**config.mk**
```make
export PLATFORM = sky130hd
export DESIGN_NAME = rgu_result_reader
export DESIGN_NICKNAME = d
export VERILOG_FILES = /design/src/rtl/rgu_result_reader.sv
export SDC_FILE = /design/constraint.sdc
export NUM_CORES = 1
export LEC_CHECK = 0
export ABC_AREA = 1
export CORE_UTILIZATION = 23
export CTS_CLUSTER_SIZE = 30
export DETAILED_ROUTE_END_ITERATION = 10
export RECOVER_POWER = 100
export SLEW_MARGIN = 25
export SYNTH_ARGS = -nofsm -noshare
export SYNTH_HDL_FRONTEND = slang
export SYNTH_SLANG_ARGS = --single-unit
```
**constraint.sdc**
```tcl
create_clock -name iClock -period 2.85 [get_ports iClock]
set_input_delay 0.285 -clock iClock [delete_from_list [all_inputs] [get_ports iClock]]
set_output_delay 0.285 -clock iClock [all_outputs]
set_load 0.01 [all_outputs]
```
**src/rtl/rgu_result_reader.sv**
```systemverilog
// rgu_result_reader: circular FIFO that captures RGU result pushes and serves them over the UART register bus.
// Optional threshold interrupt (oIrq output, writable THRESH register) is enabled by defining RGU_RESULT_IRQ_EN.
module rgu_result_reader #(
  parameter int         DEPTH = 16,
  parameter int         AW    = 4,
  parameter logic [7:0] BASE  = 8'h40
) (
  input  logic        iClock,
  input  logic        iReset,
  input  logic        iFifoPush,
  input  logic [31:0] iFifoData,
  input  logic        iUartSelected,
  input  logic        iUartWrite,
  input  logic [7:0]  iUartAddr,
  input  logic [31:0] iUartData,
  output logic [31:0] oUartData,
  output logic        oEmpty,
  output logic        oFull,
  output logic        oOverflow
`ifdef RGU_RESULT_IRQ_EN
  ,
  output logic        oIrq
`endif
);

  localparam int            CW       = AW + 1;
  localparam logic [CW-1:0] DEPTH_C  = CW'(DEPTH);
  localparam logic [CW-1:0] CNT_ONE  = CW'(1);
  localparam logic [AW-1:0] PTR_ONE  = AW'(1);
  localparam logic [1:0]    REG_DATA = 2'd0;
  localparam logic [1:0]    REG_STAT = 2'd1;
  localparam logic [1:0]    REG_CTRL = 2'd2;
  localparam logic [1:0]    REG_THR  = 2'd3;

  logic [31:0]   mem_r [DEPTH];
  logic [AW-1:0] wp_r;
  logic [AW-1:0] rp_r;
  logic [CW-1:0] count_r;
  logic [7:0]    dropCnt_r;
  logic          sel_q;
  logic [7:0]    addr_q;

  logic [7:0]    offset_s;
  logic [1:0]    regSel_s;
  logic          hit_s;
  logic          first_s;
  logic          rdStart_s;
  logic          wrCtrl_s;
  logic          flush_s;
  logic          clear_s;
  logic          full_s;
  logic          pop_s;
  logic          push_s;
  logic          drop_s;
  logic [AW-1:0] wpNxt_s;
  logic [AW-1:0] rpNxt_s;
  logic [CW-1:0] countNxt_s;
  logic [7:0]    dropNxt_s;
  logic          ovfNxt_s;
  logic [5:0]    countField_s;
  logic [31:0]   rdData_s;
  logic          unusedUart_s;

`ifdef RGU_RESULT_IRQ_EN
  logic [CW-1:0] thresh_r;
  logic [CW-1:0] threshNxt_s;
`endif

  // Only the low control bits (and THRESH bits when enabled) carry meaning on the write bus.
  assign unusedUart_s = ^iUartData;

  // Bus decode, pop/push arbitration and next-state computation.
  always_comb begin
    offset_s     = iUartAddr - BASE;
    regSel_s     = offset_s[1:0];
    countField_s = 6'(count_r);
    full_s       = (count_r == DEPTH_C);

    if (iUartSelected && (offset_s < 8'd4)) begin
      hit_s = 1'b1;
    end else begin
      hit_s = 1'b0;
    end

    // A read acts only on the first cycle of an access, so a held select pops once.
    if (iUartSelected && (!sel_q || (iUartAddr != addr_q))) begin
      first_s = 1'b1;
    end else begin
      first_s = 1'b0;
    end

    rdStart_s = hit_s && !iUartWrite && first_s;
    wrCtrl_s  = hit_s && iUartWrite && (regSel_s == REG_CTRL);
    flush_s   = wrCtrl_s && iUartData[0];
    clear_s   = wrCtrl_s && iUartData[1];
    pop_s     = rdStart_s && (regSel_s == REG_DATA) && (count_r != '0);
    push_s    = iFifoPush && !flush_s && (!full_s || pop_s);
    drop_s    = iFifoPush && !flush_s && full_s && !pop_s;

    if (flush_s) begin
      wpNxt_s    = '0;
      rpNxt_s    = '0;
      countNxt_s = '0;
    end else begin
      wpNxt_s = push_s ? (wp_r + PTR_ONE) : wp_r;
      rpNxt_s = pop_s ? (rp_r + PTR_ONE) : rp_r;
      if (push_s && !pop_s) begin
        countNxt_s = count_r + CNT_ONE;
      end else if (pop_s && !push_s) begin
        countNxt_s = count_r - CNT_ONE;
      end else begin
        countNxt_s = count_r;
      end
    end

    if (clear_s) begin
      dropNxt_s = 8'd0;
      ovfNxt_s  = 1'b0;
    end else if (drop_s) begin
      dropNxt_s = (dropCnt_r == 8'hFF) ? dropCnt_r : (dropCnt_r + 8'd1);
      ovfNxt_s  = 1'b1;
    end else begin
      dropNxt_s = dropCnt_r;
      ovfNxt_s  = oOverflow;
    end

    case (regSel_s)
      REG_DATA: begin
        if (count_r != '0) begin
          rdData_s = mem_r[rp_r];
        end else begin
          rdData_s = 32'd0;
        end
      end
      REG_STAT: rdData_s = {16'd0, dropCnt_r, countField_s, oOverflow, oFull};
      REG_CTRL: rdData_s = 32'd0;
`ifdef RGU_RESULT_IRQ_EN
      REG_THR:  rdData_s = 32'(thresh_r);
`else
      REG_THR:  rdData_s = 32'd0;
`endif
      default:  rdData_s = 32'd0;
    endcase

`ifdef RGU_RESULT_IRQ_EN
    if (hit_s && iUartWrite && (regSel_s == REG_THR)) begin
      threshNxt_s = iUartData[AW:0];
    end else begin
      threshNxt_s = thresh_r;
    end
`endif
  end

  // Storage array is deliberately left unreset; only accepted pushes write it.
  always_ff @(posedge iClock) begin
    if (push_s) begin
      mem_r[wp_r] <= iFifoData;
    end
  end

  // Pointers, counters, access tracking and registered outputs.
  always_ff @(posedge iClock or negedge iReset) begin
    if (!iReset) begin
      wp_r      <= '0;
      rp_r      <= '0;
      count_r   <= '0;
      dropCnt_r <= 8'd0;
      sel_q     <= 1'b0;
      addr_q    <= 8'd0;
      oUartData <= 32'd0;
      oEmpty    <= 1'b1;
      oFull     <= 1'b0;
      oOverflow <= 1'b0;
`ifdef RGU_RESULT_IRQ_EN
      thresh_r  <= CW'(DEPTH / 2);
      oIrq      <= 1'b0;
`endif
    end else begin
      wp_r      <= wpNxt_s;
      rp_r      <= rpNxt_s;
      count_r   <= countNxt_s;
      dropCnt_r <= dropNxt_s;
      sel_q     <= iUartSelected;
      addr_q    <= iUartAddr;
      oEmpty    <= (countNxt_s == '0);
      oFull     <= (countNxt_s == DEPTH_C);
      oOverflow <= ovfNxt_s;
      if (rdStart_s) begin
        oUartData <= rdData_s;
      end
`ifdef RGU_RESULT_IRQ_EN
      thresh_r  <= threshNxt_s;
      oIrq      <= (threshNxt_s != '0) && (countNxt_s >= threshNxt_s);
`endif
    end
  end

endmodule

```
==> Word level (Yosys, flattened, before mapping) <==
Memories as Yosys holds them, arrays and structs flattened.
Cells that the tools add are included.
W data, S select, Z words.
{ "word_totals": {"memories": 1, "mem_bits_rw": 512, "ff_bits": 65, "word_cells": 76, "inputBits": 77, "out_inout_bits": 35} }
{ "classes": {"muxes": 18, "addsub": 6, "n_reduce_logical": 32, "n_lt_le_gt_ge": 1, "eq_ne": 8} }
{ "mem_list": {"columns": ["memory", "depth", "width", "rd", "rd_ports_with_merged_regs", "write_ports", "line", "text"], "rows": [
  ["mem_r", 16, 32, 1, 0, 1, "35", "logic [31:0] mem_r [DEPTH];"]
]} }
{ "op_table": {"columns": ["operator", "count"], "rows": [
  ["$pmux W32 S3", 1],
  ["$mux W32", 1],
  ["$mux W8", 3],
  ["$logic_and A1 B1 Y1", 16],
  ["$mux W4", 4],
  ["$mux W5", 3],
  ["$eq A5 B5 Y1 const B", 2],
  ["$add A4 B1 Y4 const B", 2],
  ["$add A8 B1 Y8 const B", 1],
  ["$eq A8 B8 Y1 const B", 1],
  ["$lt A8 B3 Y1 const B", 1],
  ["$ne A8 B8 Y1", 1],
  ["$sub A8 B7 Y8 const B", 1],
  ["$logic_not A1 Y1", 6],
  ["$mux W1", 6],
  ["$reduce_bool A2 Y1", 3],
  ["$add A5 B1 Y5 const B", 1],
  ["$logic_not A5 Y1", 1],
  ["$reduce_bool A5 Y1", 1],
  ["$sub A5 B1 Y5 const B", 1],
  ["$eq A2 B2 Y1 const B", 2],
  ["$eq A2 B1 Y1 const B", 1],
  ["$logic_not A2 Y1", 1],
  ["$logic_or A1 B1 Y1", 2],
  ["other kinds (3)", 3]
]} }

==> Depth between registers and ports, before layout <==
{ "logic_depth": {"depth_word": 16, "depth_mapped": 16, "ltp_nobuf": 16} }

==> Worst setup path before layout <==
Ideal clock, no wire load.
{ "synth_path": {"path_kind": "input to register", "start": "in iUartAddr[2]", "end": "mem mem_r[0][0], enable pin", "required_ns": 2.429, "setup_ns": 0.421, "stages": 13, "n_path_buf": 0, "arrival_ns": 2.728, "slack_ns": -0.299, "cell_sequence": "inv_1 > nand3_1 > nor2_4 > inv_2 > nor2_4 > inv_2 > nor2_2 > nand2_1 > nand2_2 > nand2_2 > clkinv_2 > nand2_1 > nor2_1"} }
{ "synth_between": {"elab_chain_cells": 12, "word_cells_on_any_way": 21, "classes_between": "add/sub: 1; order compare: 1; eq/ne: 1; mux: 4; reduce/logical: 14"} }
{ "synth_rtl": {"columns": ["element", "line", "text"], "rows": [
  ["start, declared", "14", "input logic [7:0] iUartAddr,"],
  ["$sub A8 B7 Y8", "74", "offset_s = iUartAddr - BASE;"],
  ["$lt A8 B3 Y1", "79", "if (iUartSelected && (offset_s < 8'd4)) begin"],
  ["$logic_and A1 B1 Y1", "79", null],
  ["$mux W1", "79", null],
  ["$logic_and A1 B1 Y1, on equally long branches (2 in series)", "93, 92", null],
  ["$logic_and A1 B1 Y1, on equally long branches", "94, 96", null],
  ["$logic_not A1 Y1 or $logic_and A1 B1 Y1 (tied branches)", "97, 96", null],
  ["$logic_and A1 B1 Y1 or $logic_or A1 B1 Y1 (tied branches)", "97", "push_s = iFifoPush && !flush_s && (!full_s || pop_s);"],
  ["$logic_and A1 B1 Y1 *", "97", null],
  ["$mux W1 *", "156", "if (push_s) begin"],
  ["$mux W1 (implied by the code) *", "157", "mem_r[wp_r] <= iFifoData;"],
  ["end, declared", "35", null]
]} }
Every way passes the cells marked *; elsewhere a longest branch is shown, timed or not.

==> Worst setup path in the final report <==
{ "layout_path": {"start": "reg count_r[0]", "end": "mem mem_r[0][16], enable pin"} }
{ "layout_between": {"elab_chain_cells": 6, "word_cells_on_any_way": 8, "classes_between": "eq/ne: 1; mux: 2; reduce/logical: 5"} }
{ "layout_rtl": {"columns": ["element", "line", "text"], "rows": [
  ["start, declared", "38", "logic [CW-1:0] count_r;"],
  ["start signal, assigned", "181", "count_r <= countNxt_s;"],
  ["$eq A5 B5 Y1 or $reduce_bool A5 Y1 (tied branches)", "77, 96", null],
  ["$logic_not A1 Y1 or $logic_and A1 B1 Y1 (tied branches)", "97, 96", null],
  ["$logic_or A1 B1 Y1 *", "97", null],
  ["$logic_and A1 B1 Y1 *", "97", null],
  ["$mux W1 *", "156", null],
  ["$mux W1 (implied by the code) *", "157", null]
]} }
Marked as above.

==> flow_summary_export.csv <==
group,metric,value,unit
setup_path,worst-endpoint-required,3.14,ns
setup_path,critPathMaxFanout,22,
grt,grt_first_pass_wirelength,91000,microns
timing,timing.setup.tns,0,ns
finish,layout.cells.most_common_list,"512 x sky130_fd_sc_hd__edfxtp_1, 315 x sky130_fd_sc_hd__o21ai_0, 312 x sky130_fd_sc_hd__nor2_1",
cts,post_cts_resized,0,
setup_path,critPathLaunchType,"register",
timing,rsz_0062_raised_after_global_routing,"false",
die,pin_count,112,
drt,drc,0,
synthesis,synth_area_leaders,"sky130_fd_sc_hd__edfxtp_1 67%, sky130_fd_sc_hd__dfrtp_1 7.0%, sky130_fd_sc_hd__o21ai_0 6.6%",
finish,postLayoutCellArea,0.0278,sq mm
placement,dp_hpwl,35500,microns
timing,worst_case_clock_skew,0.0298,ns
cts,tritoncts.num_buffers,59,
die,fp-row-count,115,
die,design.die.area,0.101,sq mm
synthesis,synth.avg_cell_area,12.9,sq um
run_status,status,"finished with violations",
power_and_ir_drop,pwr_density_cell,726,mW/mm^2
cts,root_buffer,"sky130_fd_sc_hd__clkbuf_16",
setup_path,timing.critical_path.cells,"inv_1 -> ha_1 -> nand2_1 -> nor2_1 -> nand2_1 -> inv_1 -> nand2_1 -> nand2_1 -> clkinv_2 -> nand2_1 -> nor2_4 -> buf_6",
timing,timing_max_transition_violations_final,54,
power_and_ir_drop,p_leak,9.22,nW
synthesis,synth-seq-area-share,74.1,%
die,initial_core_utilization,23.3,%
setup_path,worst_ep_arrival_time,2.88,ns
cts,path_clk_slew,0.06,ns
synthesis,synthesis.yosys.warnings,0,
synthesis,mappedNetlistNets,1863,
timing,tightest_slew,1.59,ns
die,core_region_area,0.0987,sq mm
cts,cts_h_tree_depth,2,
die,die-width,318,microns
cts,cts_tree,"yes",
placement,post-place-ws,-0.0137,ns
placement,detailed_place.area,0.0261,sq mm
timing,setup_viol,0,
synthesis,synth_seq_cells,577,
synthesis,yosys.area.top_type,"sky130_fd_sc_hd__edfxtp_1",
timing,post-route-period-util,90.7,%
flow_run,max_cap_viol_count,1,
drt,ant_nets,0,
synthesis,synth_cells,1778,
synthesis,synth.cell_area,0.0230,sq mm
timing,max_clock_freq,0.387,GHz
setup_path,worst_setup_path_end_kind,"register",
timing,setup_ws,0.264,ns
timing,finalHoldWorstSlack,0.275,ns
cts,cts.path.max_buffers,3,
cts,post_cts.repair.setup_buffers,0,
min_path,min-delay-path-class,"primary input to register",
drt,num_vias,14500,
drt,route.final.wire_length,59500,microns
timing,timing.final.hold_violations,0,
drt,post_drt_wl_per_cell,18.5,microns
setup_path,max_incr_delay_on_cp,0.43,ns
cts,clock_sink_count,577,
timing,finalWorstPathRequiredPeriod,2.59,ns
setup_path,crit_path_frequent_cell,"sky130_fd_sc_hd__nand2_1",
finish,area_growth_from_synthesis_to_layout,21.2,%
finish,final.fill_count,10000,
timing,slew-limit-headroom,-5.82,%
synthesis,netlist.area_leader.share,67.0,%
placement,io_buffer_count,81,
grt,grt_antenna_before_repair,13,
grt,grt_overflow_total,0,
synthesis,netlist-cell-type-count,40,
grt,grtUsageTotal,11.6,%
finish,post_route_cells_drive_above_1_share,10.5,%
drt,drt-pass1-iter-count,5,
setup_path,crit_type,"register to register",
finish,mostFrequentLayoutCell,"sky130_fd_sc_hd__edfxtp_1",
setup_path,critPathSlowestCell,"sky130_fd_sc_hd__dfrtp_1",
cts,clk_latency,0.63,ns
power_and_ir_drop,max-vdd-ir-drop,0.482,mV
grt,pin_count_of_the_biggest_net_entering_global_routing,130,
die,chipHeight,318,microns
drt,drt-vias-per-instance,4.51,
finish,design.final.nets,1965,
grt,grt_pass1_vias,14400,
run_status,violated_checks,"capacitance limit, slew limit",
drt,drt_first_iter_violations,1206,
placement,place_congestion,0.819,
## per-stage QoR
| step | cells | total power (W) | util, % |
|---|---|---|---|
| 3_3_place_gp | 3105 | 0.0130 | 26.4 |
| 6_report | 3217 | 0.0202 | 28.2 |
| 3_5_place_dp | 3105 | 0.0131 | 26.4 |
| 4_1_cts | 3216 | 0.0205 | 28.3 |
| 2_1_floorplan | 1778 | 0.0117 | - |
| 5_1_grt | 3216 | 0.0210 | 28.2 |
## power breakdown
group | internal, W | switching [W] | leakage, nW
clock network | 0.00417 | 0.00323 | 0.912
registers | 0.00997 | 0.000271 | 5.45
logic | 0.000831 | 0.00172 | 2.86
total | 0.0150 | 0.00522 | 9.22
## what timing repair did
| action | in CTS | in global routing |
|---|---|---|
| hold endpoints to repair | 51 | 0 |
| hold buffers | 1 | 0 |
| endpoints found under the setup margin | 0 | 0 |
## synthesized netlist by cell type
cell type	count
sky130_fd_sc_hd__nand4_2	1
sky130_fd_sc_hd__nor2_1	327
sky130_fd_sc_hd__buf_2	27
sky130_fd_sc_hd__buf_1	4
sky130_fd_sc_hd__dfrtp_1	64
sky130_fd_sc_hd__nor4_1	2
sky130_fd_sc_hd__inv_1	43
sky130_fd_sc_hd__nand3_4	1
sky130_fd_sc_hd__dfstp_2	1
sky130_fd_sc_hd__nand4_1	8
sky130_fd_sc_hd__a21oi_1	21
sky130_fd_sc_hd__nor2_4	3
sky130_fd_sc_hd__clkbuf_2	1
sky130_fd_sc_hd__clkbuf_1	80
sky130_fd_sc_hd__o31ai_1	1
sky130_fd_sc_hd__nor2_2	3
sky130_fd_sc_hd__nand2_1	111
sky130_fd_sc_hd__nor3_1	5
sky130_fd_sc_hd__ha_1	8
sky130_fd_sc_hd__inv_4	1
sky130_fd_sc_hd__inv_2	6
sky130_fd_sc_hd__a31oi_1	23
sky130_fd_sc_hd__o221ai_1	87
sky130_fd_sc_hd__o21ai_1	23
sky130_fd_sc_hd__clkinv_1	1
sky130_fd_sc_hd__nand2_4	3
sky130_fd_sc_hd__nand3_2	5
sky130_fd_sc_hd__buf_6	1
sky130_fd_sc_hd__nand2_2	4
sky130_fd_sc_hd__o21ai_0	303
sky130_fd_sc_hd__clkinv_2	1
sky130_fd_sc_hd__nor3_2	3
sky130_fd_sc_hd__xor2_1	8
sky130_fd_sc_hd__nand3_1	24
sky130_fd_sc_hd__o22ai_1	56
sky130_fd_sc_hd__nand3b_1	2
sky130_fd_sc_hd__xnor2_1	2
sky130_fd_sc_hd__buf_4	1
sky130_fd_sc_hd__a21boi_0	1
sky130_fd_sc_hd__edfxtp_1	512
## layer usage
layer	wire, microns	GRT usage (%)	share of wire, %	vias to the layer above
met5	46	0	0.077	-
met3	3350	2.10	5.6	94
li1	-	-	-	6818
met2	28400	19.1	48	367
met1	26500	15.7	44	7223
met4	1210	2.84	2.0	8
## kinds of logic after synthesis
family	synth area share [%]
AND/OR/NAND/NOR	9.10
flip-flops	74.1
adder cells (fa/ha/maj)	0.436
AO/OA/AOI/OAI	13.1
buffers and inverters	2.93
XOR/XNOR	0.381
## area by class of cell
class                      count  area [sq um]  area share (%)
sequential                   577         17000            61.1
multi-input combinational   1035          5350            19.2
timing repair buffer         155          1790            6.43
clock buffer                  76          1610            5.79
tap                         1287          1610            5.79
clock inverter                34           251           0.904
inverter                      52           205           0.737
antenna                        1          2.50         0.00899
## critical path, delay by kind of cell (launching register included)
kind,cells,cell delay [ns]
simple gates,7,1.04
buf+inv,4,0.57
flops,1,0.43
fa+ha+maj,1,0.22
## flip-flops by register name (all words and copies together), names as in the netlist, 4 cells and up
signal,count
wp_r,4
dropCnt_r,8
rp_r,4
addr_q,8
mem_r,512
count_r,5
oUartData,32
## path summary, 6_finish.rpt
check                              start             to  slack [ns]  depth (start not counted)
max in group asynchronous         iReset  oUartData[22]        0.76                          3
min in group asynchronous         iReset     count_r[4]        0.61                          2
hold reg to reg            oUartData[17]  oUartData[17]        0.48                          2
hold / removal             iUartSelected          sel_q        0.27                          1
setup reg to reg              count_r[0]   mem_r[0][16]        0.26                         12
setup / recovery              count_r[0]   mem_r[0][16]        0.26                         12
Note: power is estimated with default switching activity, not from simulation.
==> RTL edit 1, RTL diff (same flow settings) <==
The option `RGU_RESULT_IRQ_EN` is turned on by a define.
--- a/src/rtl/rgu_result_reader.sv
+++ b/src/rtl/rgu_result_reader.sv
@@ -2,2 +2,4 @@
 // Optional threshold interrupt (oIrq output, writable THRESH register) is enabled by defining RGU_RESULT_IRQ_EN.
+`define RGU_RESULT_IRQ_EN
+
 module rgu_result_reader #(
Function (old outputs only; new: oIrq): changed (Yosys sat finds a counterexample within 4 cycles, from zero or initial values and one cycle with iReset low).
==> RTL edit 1 against the original RTL <==
Wire length rose by 5.9%. Cell area rose by 2.9%. Via count rose by 4.7%. Core utilization rose by 0.31 points. Largest cell class unchanged. Total power rose by 5.3%. Critical endpoint is now oUartData[3]. Sequential cell count rose by 6. Area after synthesis rose by 2.0%. Setup slack got worse by 120 ps.
==> RTL edit 1: results (changes against the original RTL) <==
metric;value;unit;change
VDD IR-drop max;485;uV;+0.60%
initial antenna violation count;17;;+4
Mean Syn Cell Area;12.6;um^2;-2.2%
share of cells above drive strength 1;11.9;%;+1.3 points
met2 WL;29700;um;+4.3%
vias in the first global route;14700;;+1.8%
hpwl dp;38000;um;+7.0%
non-clk buf share;6.16;%;-0.28 points
clk_buf instances;82;;+7.9%
Reg2Reg Depth;8;;-4
first-pass GRT wire length;94800;um;+4.1%
met3 usage;2.73;%;+0.64 points
M1 WL;27900;um;+5.5%
nonclk buf count;179;;+15%
largest net degree at the start of global routing;105;;-19%
final non-filler cell area;0.0286;mm^2;+2.9%
Multi-input gate area;0.00558;mm^2;+4.3%
inverters;81;;+56%
Post-DP Area;0.0267;mm^2;+2.5%
largest cells by area after synthesis;edfxtp_1 66%, dfrtp_1 7.4%, o21ai_0 7.2%;;
Cells after DPL;3277;;+5.5%
Via density;4.48;;-0.64%
max-cap violations;0;;-1
sequential fraction of the synthesis area;73.2;%;-0.82 points
critical path arrival;3240;ps;+360 ps
leak pwr;9.64;nW;+4.6%
Slew @ Worst Pin;1350;ps;-239 ps
min cycle time layout;2700;ps;+115 ps
outcome;complete, no violations;;
post-synthesis cell type count;43;;+7.5%
1st-iter DRT viols;1212;;+0.50%
met3 wire len;4230;um;+26%
area grow syn2layout;22.3;%;
met1 global-route usage;16.3;%;+0.56 points
pre-CTS setup slack;40.3;ps;+54.0 ps
commonest cells in the netlist;512 x edfxtp_1, 339 x nor2_1, 337 x o21ai_0;;
FF/Latch Area;0.0172;mm^2;+0.86%
CTS buffer count;60;;+1.7%
multi-input gates;1078;;+4.2%
Setup Skew;24.1;ps;-5.79 ps
PortBufs;85;;+4.9%
M2 GR Usage;19.8;%;+0.66 points
gpl congestion;0.813;;-0.71%
Synth Register Bits;583;;+1.0%
vias;15200;;+4.7%
FILL cells;10300;;+2.8%
Final nets;2072;;+5.4%
Largest regs;mem_r x512, oUartData x32;;
critical path fanouts, max;24;;+9.1%
Top Family by Delay on Critical Path;compound AO/OA/AOI/OAI gates;;
clock network share of area;7.42;%;+0.73 points
WL final;63000;um;+5.9%
Max stage delay on crit path;590;ps;+160 ps
gr usage total;12.2;%;+0.56 points
slowest cell on the critical path;dfrtp_2;;
Async S/R FF share, synth;12.2;%;+0.91 points
[RTL edit 1: logic make-up after synthesis]
family	count (synthesis)	synth area share, %
adders and majority gates	12	0.641
xor gates and xnor gates	5	0.187
buffers and inverters	194	3.32
and+or+nand+nor	528	9.49
DFF	583	73.2
AOI/OAI and AO/OA	533	13.1
[RTL edit 1: report_power, final]
part           switching, mW  internal, mW  total (mW)
logic                   1.82         0.805        2.62
registers              0.246          10.1        10.3
clock network           3.24          5.10        8.34
[RTL edit 1: path summary, 6_finish.rpt]
path | slack [ps] | start | endpoint
worst max-delay path | 150 | rp_r[1] | oUartData[3]
worst min-delay path | 270 | iUartSelected | sel_q
worst max register to register | 150 | rp_r[1] | oUartData[3]
worst min register to register | 480 | oUartData[16] | oUartData[16]
max in group asynchronous | 850 | iReset | dropCnt_r[2]
min in group asynchronous | 490 | iReset | oUartData[28]
==> RTL edit 2, RTL diff (config.mk and constraints unchanged) <==
Made on the original files. Reset style: synchronous (`iReset`), changed in one clocked block.
--- a/src/rtl/rgu_result_reader.sv
+++ b/src/rtl/rgu_result_reader.sv
@@ -161,3 +161,3 @@
   // Pointers, counters, access tracking and registered outputs.
-  always_ff @(posedge iClock or negedge iReset) begin
+  always_ff @(posedge iClock) begin
     if (!iReset) begin
Check against the original RTL: differs if iReset is asserted again (counterexample within 4 cycles, from zero or initial values and one cycle with iReset low); with iReset held inactive, the same outputs for 4 cycles.
==> RTL edit 2 against the original RTL <==
Wire length down 2.5%. Area after synthesis grew 2.9%. Setup slack better by 21 ps. Sequential cell count is 4 higher. Cell area increased by 2.1%.
Power is not compared: it rests on default switching activity, and its combinational part moved more than twofold at a synthesized area within 25%.
==> RTL edit 2: results (changes against the original RTL) <==
metric;value;unit;change
nonclk buf count;162;;+4.5%
met2 WL;26500;um;-6.7%
largest cells by area after synthesis;edfxtp_1 65%, dfxtp_1 5.8%, mux2i_1 5.3%;;
wire per inst;17.3;um;-6.5%
share of cells above drive strength 1;10.4;%;-0.15 points
inverters;197;;+280%
mux contribution to synthesized area;5.26;%;+5.3 points
gpl congestion;0.786;;-4.0%
1st-iter DRT viols;981;;-19%
Post-DP Area;0.0267;mm^2;+2.2%
sequential portion of the cell area;59.0;%;-2.2 points
Mean Syn Cell Area;13.0;um^2;+0.60%
Post-Synth XOR/XNOR Area;0.148;%;-0.23 points
Core Area;0.102;mm^2;+3.1%
multi-input gates;935;;-9.7%
critical path arrival;2840;ps;-40 ps
Synth Area in Compound Gates;12.2;%;-0.88 points
hpwl dp;36000;um;+1.3%
M1 WL;25800;um;-2.5%
outcome;complete, no violations;;
Cells after DPL;3243;;+4.4%
first-pass GRT wire length;87300;um;-4.1%
clock network share of area;6.58;%;-0.11 points
met1 global-route usage;15.1;%;-0.59 points
Top Family by Delay on Critical Path;buffers and inverters;;
sequential fraction of the synthesis area;71.0;%;-3.1 points
clk_buf instances;77;;+1.3%
initial antenna violation count;14;;+1
critical path fanouts, max;11;;-50%
Slew @ Worst Pin;728;ps;-859 ps
M2 GR Usage;17.7;%;-1.4 points
Hold Slack;237;ps;-37.2 ps
Max stage delay on crit path;400;ps;-30 ps
Adder-Cell Fraction of Synth Area;0.424;%;-0.012 points
FILL cells;10300;;+3.2%
pre-CTS setup slack;119;ps;+132 ps
Async S/R FF share, synth;0;%;-11 points
largest net degree at the start of global routing;107;;-18%
vias;14400;;-0.72%
-- RTL edit 2: cell types whose count changed after synthesis, sizes merged, moves of 13 or more --
cell,unedited run,this run
nand2,118,138
inv,50,195
dfrtp,64,0
dfxtp,0,69
o22ai,56,10
o211ai,0,51
clkbuf,81,49
a32oi,0,13
a21oi,21,148
buf,33,56
nor2,333,76
o21ai,326,285
mux2i,0,124
o221ai,87,3
-- RTL edit 2: kinds of logic after synthesis --
kind of cell,count (synthesis)
buffers and inverters,302
xor gates and xnor gates,4
DFF,581
muxes,124
AOI/OAI and AO/OA,531
and+or+nand+nor,268
adders and majority gates,8
-- RTL edit 2: final timing paths --
check / start / to / depth (start not counted)
hold reg to reg: rp_r[3] / register / 2
hold / removal: iUartSelected / sel_q / 3
setup / recovery: count_r[0] / mem_r[14][7] / 15
setup reg to reg: count_r[0] / mem_r[14][7] / 15
